**src/rtl/hilo_divider.sv**
```systemverilog
// ---------------------------------------------------------------------------
// hilo_divider
//
// Multi-cycle divider that owns the architectural HI/LO registers of the
// pipeline. It accepts a DIV/DIVU request from the execute stage. It runs a
// restoring shift-subtract loop, one quotient bit per cycle, and then writes
// the quotient into LO and the remainder into HI. The execute stage can also
// write HI/LO directly (MTHI/MTLO path) while no divide is in flight.
//
// Ports
//   clk         system clock; all state changes on the rising edge
//   rst         asynchronous reset, active-high
//   start       divide request from the execute stage
//   signed_div  1 = DIV (two's complement), 0 = DIVU
//   a, b        dividend, divisor (sampled only when a request is accepted)
//   cancel      execute-stage flush; aborts the operation in flight
//   hilowrite   direct HI/LO write strobe
//   hi_in/lo_in data for the direct write
//   stall       combinational stall request to the hazard unit
//   ready       one-cycle completion pulse
//   hi_o/lo_o   architectural HI (remainder) and LO (quotient)
//
// State | meaning
// ------+-------------------------------------------------------------------
// IDLE  | waiting; accepts a divide request or a direct HI/LO write
// BUSY  | 32 restoring iterations, one quotient bit per cycle
// DONE  | one-cycle completion: ready=1, start ignored (same instruction)
// ---------------------------------------------------------------------------
module hilo_divider (
  input  logic        clk,
  input  logic        rst,
  input  logic        start,
  input  logic        signed_div,
  input  logic [31:0] a,
  input  logic [31:0] b,
  input  logic        cancel,
  input  logic        hilowrite,
  input  logic [31:0] hi_in,
  input  logic [31:0] lo_in,
  output logic        stall,
  output logic        ready,
  output logic [31:0] hi_o,
  output logic [31:0] lo_o
);

  typedef enum logic [1:0] {
    IDLE = 2'd0,
    BUSY = 2'd1,
    DONE = 2'd2
  } stateT;

  stateT       state;
  logic [5:0]  iterCount;
  logic [31:0] divisorMag;
  logic [31:0] quotient;    // dividend bits shift out of the top, quotient bits shift in at the bottom
  logic [31:0] partRem;
  logic        quotNeg;
  logic        remNeg;

  logic [32:0] shiftedRem;
  logic [32:0] trialDiff;
  logic        stepFits;
  logic [31:0] nextRem;
  logic [31:0] nextQuot;
  logic [31:0] finalQuot;
  logic [31:0] finalRem;
  logic [31:0] absA;
  logic [31:0] absB;
  logic        accept;

  always_comb begin
    // The partial remainder is always below the divisor, so one shift can
    // carry into bit 32. The trial subtraction therefore runs at 33 bits.
    // Bit 32 of the difference is a clean borrow flag.
    shiftedRem = {1'b0, partRem} << 1;
    shiftedRem[0] = quotient[31];
    trialDiff  = shiftedRem - {1'b0, divisorMag};
    stepFits   = ~trialDiff[32];
    // Whichever value is kept is below the divisor, so 32 bits suffice.
    nextRem    = stepFits ? trialDiff[31:0] : shiftedRem[31:0];
    nextQuot   = {quotient[30:0], stepFits};

    // The quotient is negated when the operand signs differ. The remainder
    // takes the dividend's sign. 0x80000000 / -1 wraps back to 0x80000000.
    finalQuot  = quotNeg ? (32'd0 - nextQuot) : nextQuot;
    finalRem   = remNeg  ? (32'd0 - nextRem)  : nextRem;

    absA       = (signed_div && a[31]) ? (32'd0 - a) : a;
    absB       = (signed_div && b[31]) ? (32'd0 - b) : b;

    accept     = (state == IDLE) && start && !cancel;
    stall      = accept || (state == BUSY);
  end

  always_ff @(posedge clk or posedge rst) begin
    if (rst) begin
      state      <= IDLE;
      iterCount  <= 6'd0;
      divisorMag <= 32'd0;
      quotient   <= 32'd0;
      partRem    <= 32'd0;
      quotNeg    <= 1'b0;
      remNeg     <= 1'b0;
      ready      <= 1'b0;
      hi_o       <= 32'd0;
      lo_o       <= 32'd0;
    end else begin
      ready <= 1'b0;
      case (state)
        IDLE: begin
          if (accept) begin
            if (b == 32'd0) begin
              // Divide by zero completes at once and leaves HI/LO alone.
              state <= DONE;
              ready <= 1'b1;
            end else begin
              quotient   <= absA;
              divisorMag <= absB;
              partRem    <= 32'd0;
              quotNeg    <= (a[31] ^ b[31]) & signed_div;
              remNeg     <= a[31] & signed_div;
              iterCount  <= 6'd0;
              state      <= BUSY;
            end
          end else if (hilowrite && !start) begin
            hi_o <= hi_in;
            lo_o <= lo_in;
          end
        end

        BUSY: begin
          if (cancel) begin
            state <= IDLE;
          end else begin
            partRem   <= nextRem;
            quotient  <= nextQuot;
            iterCount <= iterCount + 6'd1;
            if (iterCount == 6'd31) begin
              // The 32nd step lands directly in HI/LO, sign-corrected.
              state <= DONE;
              ready <= 1'b1;
              lo_o  <= finalQuot;
              hi_o  <= finalRem;
            end
          end
        end

        DONE: begin
          // The requesting instruction is still in execute here, so its
          // start is ignored. A cancel changes nothing because we leave anyway.
          state <= IDLE;
        end

        default: begin
          state <= IDLE;
        end
      endcase
    end
  end

endmodule

```
**config.mk**
```make
export PLATFORM = sky130hd
export DESIGN_NAME = hilo_divider
export DESIGN_NICKNAME = d
export VERILOG_FILES = /design/src/rtl/hilo_divider.sv
export SDC_FILE = /design/constraint.sdc
export NUM_CORES = 1
export LEC_CHECK = 0
export BUFFER_PORTS_ARGS = -buffer_cell sky130_fd_sc_hd__buf_2
export CORE_UTILIZATION = 45
export CTS_BUF_LIST = sky130_fd_sc_hd__clkbuf_4
export CTS_CLUSTER_DIAMETER = 40
export DETAILED_ROUTE_END_ITERATION = 16
export HOLD_SLACK_MARGIN = 0.05
export PLACE_DENSITY = 0.69
export SLEW_MARGIN = 30
export SYNTH_ARGS = -nofsm -noshare
export SYNTH_HDL_FRONTEND = slang
export SYNTH_SLANG_ARGS = --single-unit
```
**constraint.sdc**
```tcl
create_clock -name clk -period 6.2 [get_ports clk]
set_input_delay 0.31 -clock clk [delete_from_list [all_inputs] [get_ports clk]]
set_output_delay 0.31 -clock clk [all_outputs]
set_load 0.02 [all_outputs]
```
== Word-level counts from Yosys, hierarchy flattened ==
Index checks and enable logic that the tools add are counted.
W data, S select, Z words.

* $add $sub $neg: 6
* Equal/unequal tests: 9
* Muxes and demuxes: 37
* Bitwise gates (word level): 5
* Reduce and logical (&&, ||, !) cells: 15

{| class="wikitable"
|+ Operator list
! kind !! number
|-
| $mux W32 || 19
|-
| $pmux W32 S2 || 4
|-
| $sub A1 B32 Y32 const A || 4
|-
| $sub A33 B32 Y33 || 1
|-
| $logic_not A32 Y1 || 1
|-
| $mux W6 || 3
|-
| $pmux W6 S2 || 1
|-
| $mux W2 || 4
|-
| $ne A2 B2 Y1 const B || 4
|-
| $add A6 B1 Y6 const B || 1
|-
| $eq A6 B5 Y1 const B || 1
|-
| $logic_and A1 B1 Y1 || 5
|-
| $reduce_and A5 Y1 || 1
|-
| $mux W1 || 4
|-
| $ne A2 B1 Y1 const B || 2
|-
| $pmux W2 S2 || 1
|-
| $reduce_and A4 Y1 || 1
|-
| $ne A3 B2 Y1 const B || 1
|-
| $reduce_and A3 Y1 || 1
|-
| $and A1 B1 Y1 || 2
|-
| $eq A2 B1 Y1 const B || 1
|-
| $logic_not A1 Y1 || 2
|-
| $logic_not A2 Y1 || 1
|-
| $not A1 Y1 || 2
|-
| other kinds (5) || 5
|}

* Flip-flop bits (word level): 171
* Input bits: 134
* Output and inout port bits: 66
* Logic and storage cells: 82

== Logic depth before layout (Yosys ltp) ==
* Word-level depth: 7
* Gate-level depth with buffers: 27
* Mapped depth without buffers: 24

== Worst setup path before layout ==
No wires, ideal clock.

* Kind: flip-flop to flip-flop
* Start: register quotient[31]
* End: register hi_o[28]
* Setup time: 69 ps
* Arrival: 5570 ps
* Required time: 6131 ps
* Setup slack: 560 ps
* Cell stages (with the launch flop): 24
* Buffers on the path: 4
* Period minus slack after synthesis: 5640 ps
* Path through: dfrtp_1 -> inv_1 -> ha_1 -> inv_1 -> fa_1 -> a211oi_1 -> o211ai_1 -> a22o_1 -> o2111a_1 -> o21a_1 -> buf_2 -> nor2_1 -> clkbuf_1 -> buf_2 -> buf_2 -> mux2i_1 -> ha_1 -> nand2_1 -> or4b_2 -> nor2_1 -> a31oi_1 -> o41a_1 -> nor3_1 -> nand3b_1

* Cells in the longest elaborated chain, start to end: 7

{| class="wikitable"
|+ Ends and longest elaborated chain
! item !! line !! text
|-
| start: declaration || 55 || <nowiki>logic [31:0] quotient;</nowiki>
|-
| start signal: assignment || 117 || <nowiki>quotient <= absA;</nowiki>
|-
| start signal: assignment || 136 || <nowiki>quotient <= nextQuot;</nowiki>
|-
| $sub A33 B32 Y33 || 77 || <nowiki>trialDiff = shiftedRem - {1'b0, divisorMag};</nowiki>
|-
| $mux W32 (*) || 80 || <nowiki>nextRem = stepFits ? trialDiff[31:0] : shiftedRem[31:0];</nowiki>
|-
| $sub A1 B32 Y32 || 86 || <nowiki>finalRem = remNeg ? (32'd0 - nextRem) : nextRem;</nowiki>
|-
| $mux W32 (*) || 86 ||
|-
| $mux W32 (*) || 138 || <nowiki>if (iterCount == 6'd31) begin</nowiki>
|-
| $mux W32 (*) || 132 || <nowiki>if (cancel) begin</nowiki>
|-
| $pmux W32 S2 (*) || 109 || <nowiki>case (state)</nowiki>
|-
| end signal: assignment || 126 || <nowiki>hi_o <= hi_in;</nowiki>
|-
| end signal: assignment || 143 || <nowiki>hi_o <= finalRem;</nowiki>
|-
| end: declaration || 42 || <nowiki>output logic [31:0] hi_o,</nowiki>
|}

Every way passes the cells marked *; elsewhere a longest branch is shown, timed or not. The select of a mux whose other input is x is not followed.
A chain may end at the register's enable or synchronous reset.

== Worst setup path after layout ==
Ends and elaborated chain as after synthesis.

==> results by group <==
Run status
  – Status: finished clean

Yosys
  – Cells after Synth: 1661
  – FF+latch count, synth: 171
  – Cell type with the largest total area after synthesis: dfrtp_1
  – Largest family of logic cells by synthesized area: compound AO/OA/AOI/OAI gates
  – Avg Cell Area, Syn: 7.72 µm²
  – Yosys cell types: 75
  – Area of the mapped netlist: 12800 µm²
  – Synth Area in Adders: 3.77%
  – Post-synthesis simple-gate area fraction: 21.2%
  – Mux contribution to synthesized area: 2.94%
  – Syn nets: 1833
  – Yosys warns: 0
  – Compound-Gate Fraction of Synth Area: 25.4%
  – Sequential share of the synthesized area: 33.4%
  – Async SR Flop Fraction: 100%
  – Top-count cell post-synth: nand2_1
  – Number of flops mapped to enable cells by yosys: 0
  – Post-synthesis xor/xnor area fraction: 8.61%
  – Post-synth top area share: 33.4%
  – Main area contributors after synthesis: dfrtp_1, o21ai_0, nand2_1, a21oi_1, xor2_1
  – Predominant post-synthesis flop cell: dfrtp_1
  – Synth cell count leaders: nand2_1, o21ai_0, dfrtp_1, a21oi_1, nor2_1

Final layout
  – Area of the multi-input gates: 7980 µm²
  – Reg area: 4280 µm²
  – Nets: 2066
  – Layout cells sized above 1: 14.4%
  – P&R area growth vs syn: 19.7%
  – # fillers: 2719

Clock network
  – Maximum buffer depth of the clock tree: 2
  – Clock transition at path regs: 0.18 ns
  – Clock sink count: 171
  – Postcts setup bufs: 0
  – H-tree levels: 4
  – CTS tree: built
  – Clk_lat worst skew: 0.62 ns
  – Clk root buf: clkbuf_4
  – Num CTS Buffers: 17
  – Hold buffers post-CTS: 97
  – PostCTS Resize Cnt: 0

Pwr
  – Max IR drop VDD: 0.237 mV
  – Pwr Density: 312 nW/µm²
  – Leak Pwr: 6.81 nW

Timing
  – Setup slack after layout: 0.596 ns
  – Worst slew pin tran: 0.918 ns
  – RSZ-0062 raised after global routing: false
  – Count of final setup violators: 0
  – Fin Setup TNS: 0 ns
  – Fmax: 178 MHz
  – Rel. slew slack: 38.8%
  – Fin. max-slew vios: 0
  – Worst clock skew: 0.0308 ns
  – Final hold violation count: 0
  – Crit share post-route: 90.4%
  – Final min period: 5.60 ns

Setup path
  – Kind of critical path: flop to flop
  – Worst setup EP type: flop
  – Crit Path Max Fanout: 11
  – Req. time, crit path: 6.76 ns
  – RR Endpoint: hi_o[28]
  – R2r startpoint: quotient[31]
  – Critical Path Source Type: flop
  – WP data arrival: 6.16 ns
  – Reg2reg path depth: 19
  – Flop-to-flop setup slack: 0.60 ns

Route
  – WL/cell: 18.4 µm
  – Antenna-violating nets left: 0
  – Via count: 13315
  – Detailed Routing Iterations Pass 1: 6
  – Initial DRC Count: 978
  – WL final: 42200 µm
  – Via density: 5.82
  – DRC: 0

Floorplan
  – # IOs: 200
  – Die Height: 171 µm
  – Row count: 61
  – Initial cell density of the core: 45.9%
  – CORE AREA: 27900 µm²
  – Die area: 29200 µm²
  – Die Width: 171 µm

Global routing
  – Total grt overflow: 0
  – Largest net degree at the start of global routing: 113
  – Gr usage total: 28.9%
  – First-pass GRT wire length: 65500 µm
  – Initial antenna violation count: 2
  – Vias in the first global route: 12204

Place
  – Post-DP HPWL: 31400 µm
  – Setup WS pre-CTS: 0.744 ns
  – Port Buffers: 199
  – GP Congestion: 0.983

Hold path
  – Hold path endpoint: hi_o[3]
  – Hold_sp: hi_in[3]
  – Hold Path Class: input port to flop
  – Hold Path Depth: 3

Job
  – MaxCap Viol Count: 0
per-layer routing:
metal	GRT usage (%)	vias up	wire, µm
li1	-	6421	-
met3	4.93	101	3210
met2	46.6	561	19200
met5	0	-	0
met4	11.3	0	1580
met1	38.6	6232	18200
cell type report:
cell class | count | share of cell area (%)
multi-input combinational | 1343 | 52.0
inverter | 53 | 1.35
antenna | 1 | 0.0163
tap | 378 | 3.08
timing repair buffer | 308 | 13.7
clock inverter | 15 | 1.14
clock buffer | 17 | 0.832
sequential | 171 | 27.9
critical path, cell delays in order (launching register included):
cell and delay [ns]:
dfrtp_1 0.42, inv_1 0.09, ha_1 0.16, inv_1 0.05, fa_1 0.42, a211oi_1 0.46, o211ai_1 0.18, a22o_1 0.30
o2111a_1 0.30, o21a_1 0.33, nor2_4 0.22, mux2i_1 0.32, ha_1 0.26, nand2_1 0.10, or4b_2 0.68, nor2_1 0.14
a31oi_1 0.25, o41a_1 0.53, nor3_1 0.18, nand3b_1 0.14
sequential cells by signal, indices dropped and copies added, names as in the netlist:
| signal | count |
|---|---|
| divisorMag | 32 |
| hi_o | 32 |
| lo_o | 32 |
| partRem | 32 |
| quotient | 32 |
| iterCount | 6 |
| state | 2 |
| quotNeg | 1 |
| ready | 1 |
| remNeg | 1 |
worst max-delay path by stage:
stage          slack, ns  cells past startpoint          from        to
2_1_floorplan       0.56                     23  quotient[31]  hi_o[28]
3_3_place_gp        0.92                     19  quotient[31]  hi_o[28]
3_5_place_dp        0.74                     19  quotient[31]  hi_o[28]
4_1_cts             0.68                     19  quotient[31]  hi_o[28]
5_1_grt             0.13                     21  quotient[31]  hi_o[28]
6_report            0.60                     19  quotient[31]  hi_o[28]
logic make-up (layout without fill, tap and decap cells):
kind of cell,after synthesis,in the layout
compound gates,554,554
xor+xnor,126,126
fa+ha+maj,38,38
buf+inv,147,393
flops,171,171
mux,37,37
other cells,0,1
simple gates,588,588
stage by stage:
step	std cells	area [µm²]	hold WS (ns)	util, %	total power, mW
floorplan	1661	12800	0.381	-	3.25
global placement	2154	14000	0.457	50.1	3.96
detailed placement	2155	14000	0.465	50.3	4.00
CTS	2284	15300	0.0591	54.8	4.74
global route	2286	15300	0.0882	54.9	5.12
finish	2286	15300	0.0878	54.9	4.78
placed cells by master (no fill, tap or decap), types with 6 or more instances in the layout:
cell and count:
o211ai_1 10, mux2i_1 32, and3_1 24, nand3b_1 7, o21ai_1 45, dfrtp_1 171, inv_8 7, nand4_1 6
xnor2_1 58, o21a_1 8, nand3_1 15, clkbuf_4 17, o21ai_0 185, o41ai_1 10, or2_2 8, a31oi_1 19
nor3_1 46, ha_1 37, o31ai_1 23, a21o_1 15, buf_2 199, a211oi_1 14, nand2_1 220, buf_4 10
nor2_1 156, nor4_1 18, xor2_1 68, a21oi_1 162, dlygate4sd3_1 97, nand2b_1 6, or4_1 11, inv_1 51
and2_1 17, or3_1 32
power by group:
group | switching [mW] | internal [mW]
clock network | 0.481 | 0.222
logic | 1.56 | 0.868
registers | 0.242 | 1.41
total | 2.29 | 2.50
No activity file was read; power rests on OpenSTA's default activity.
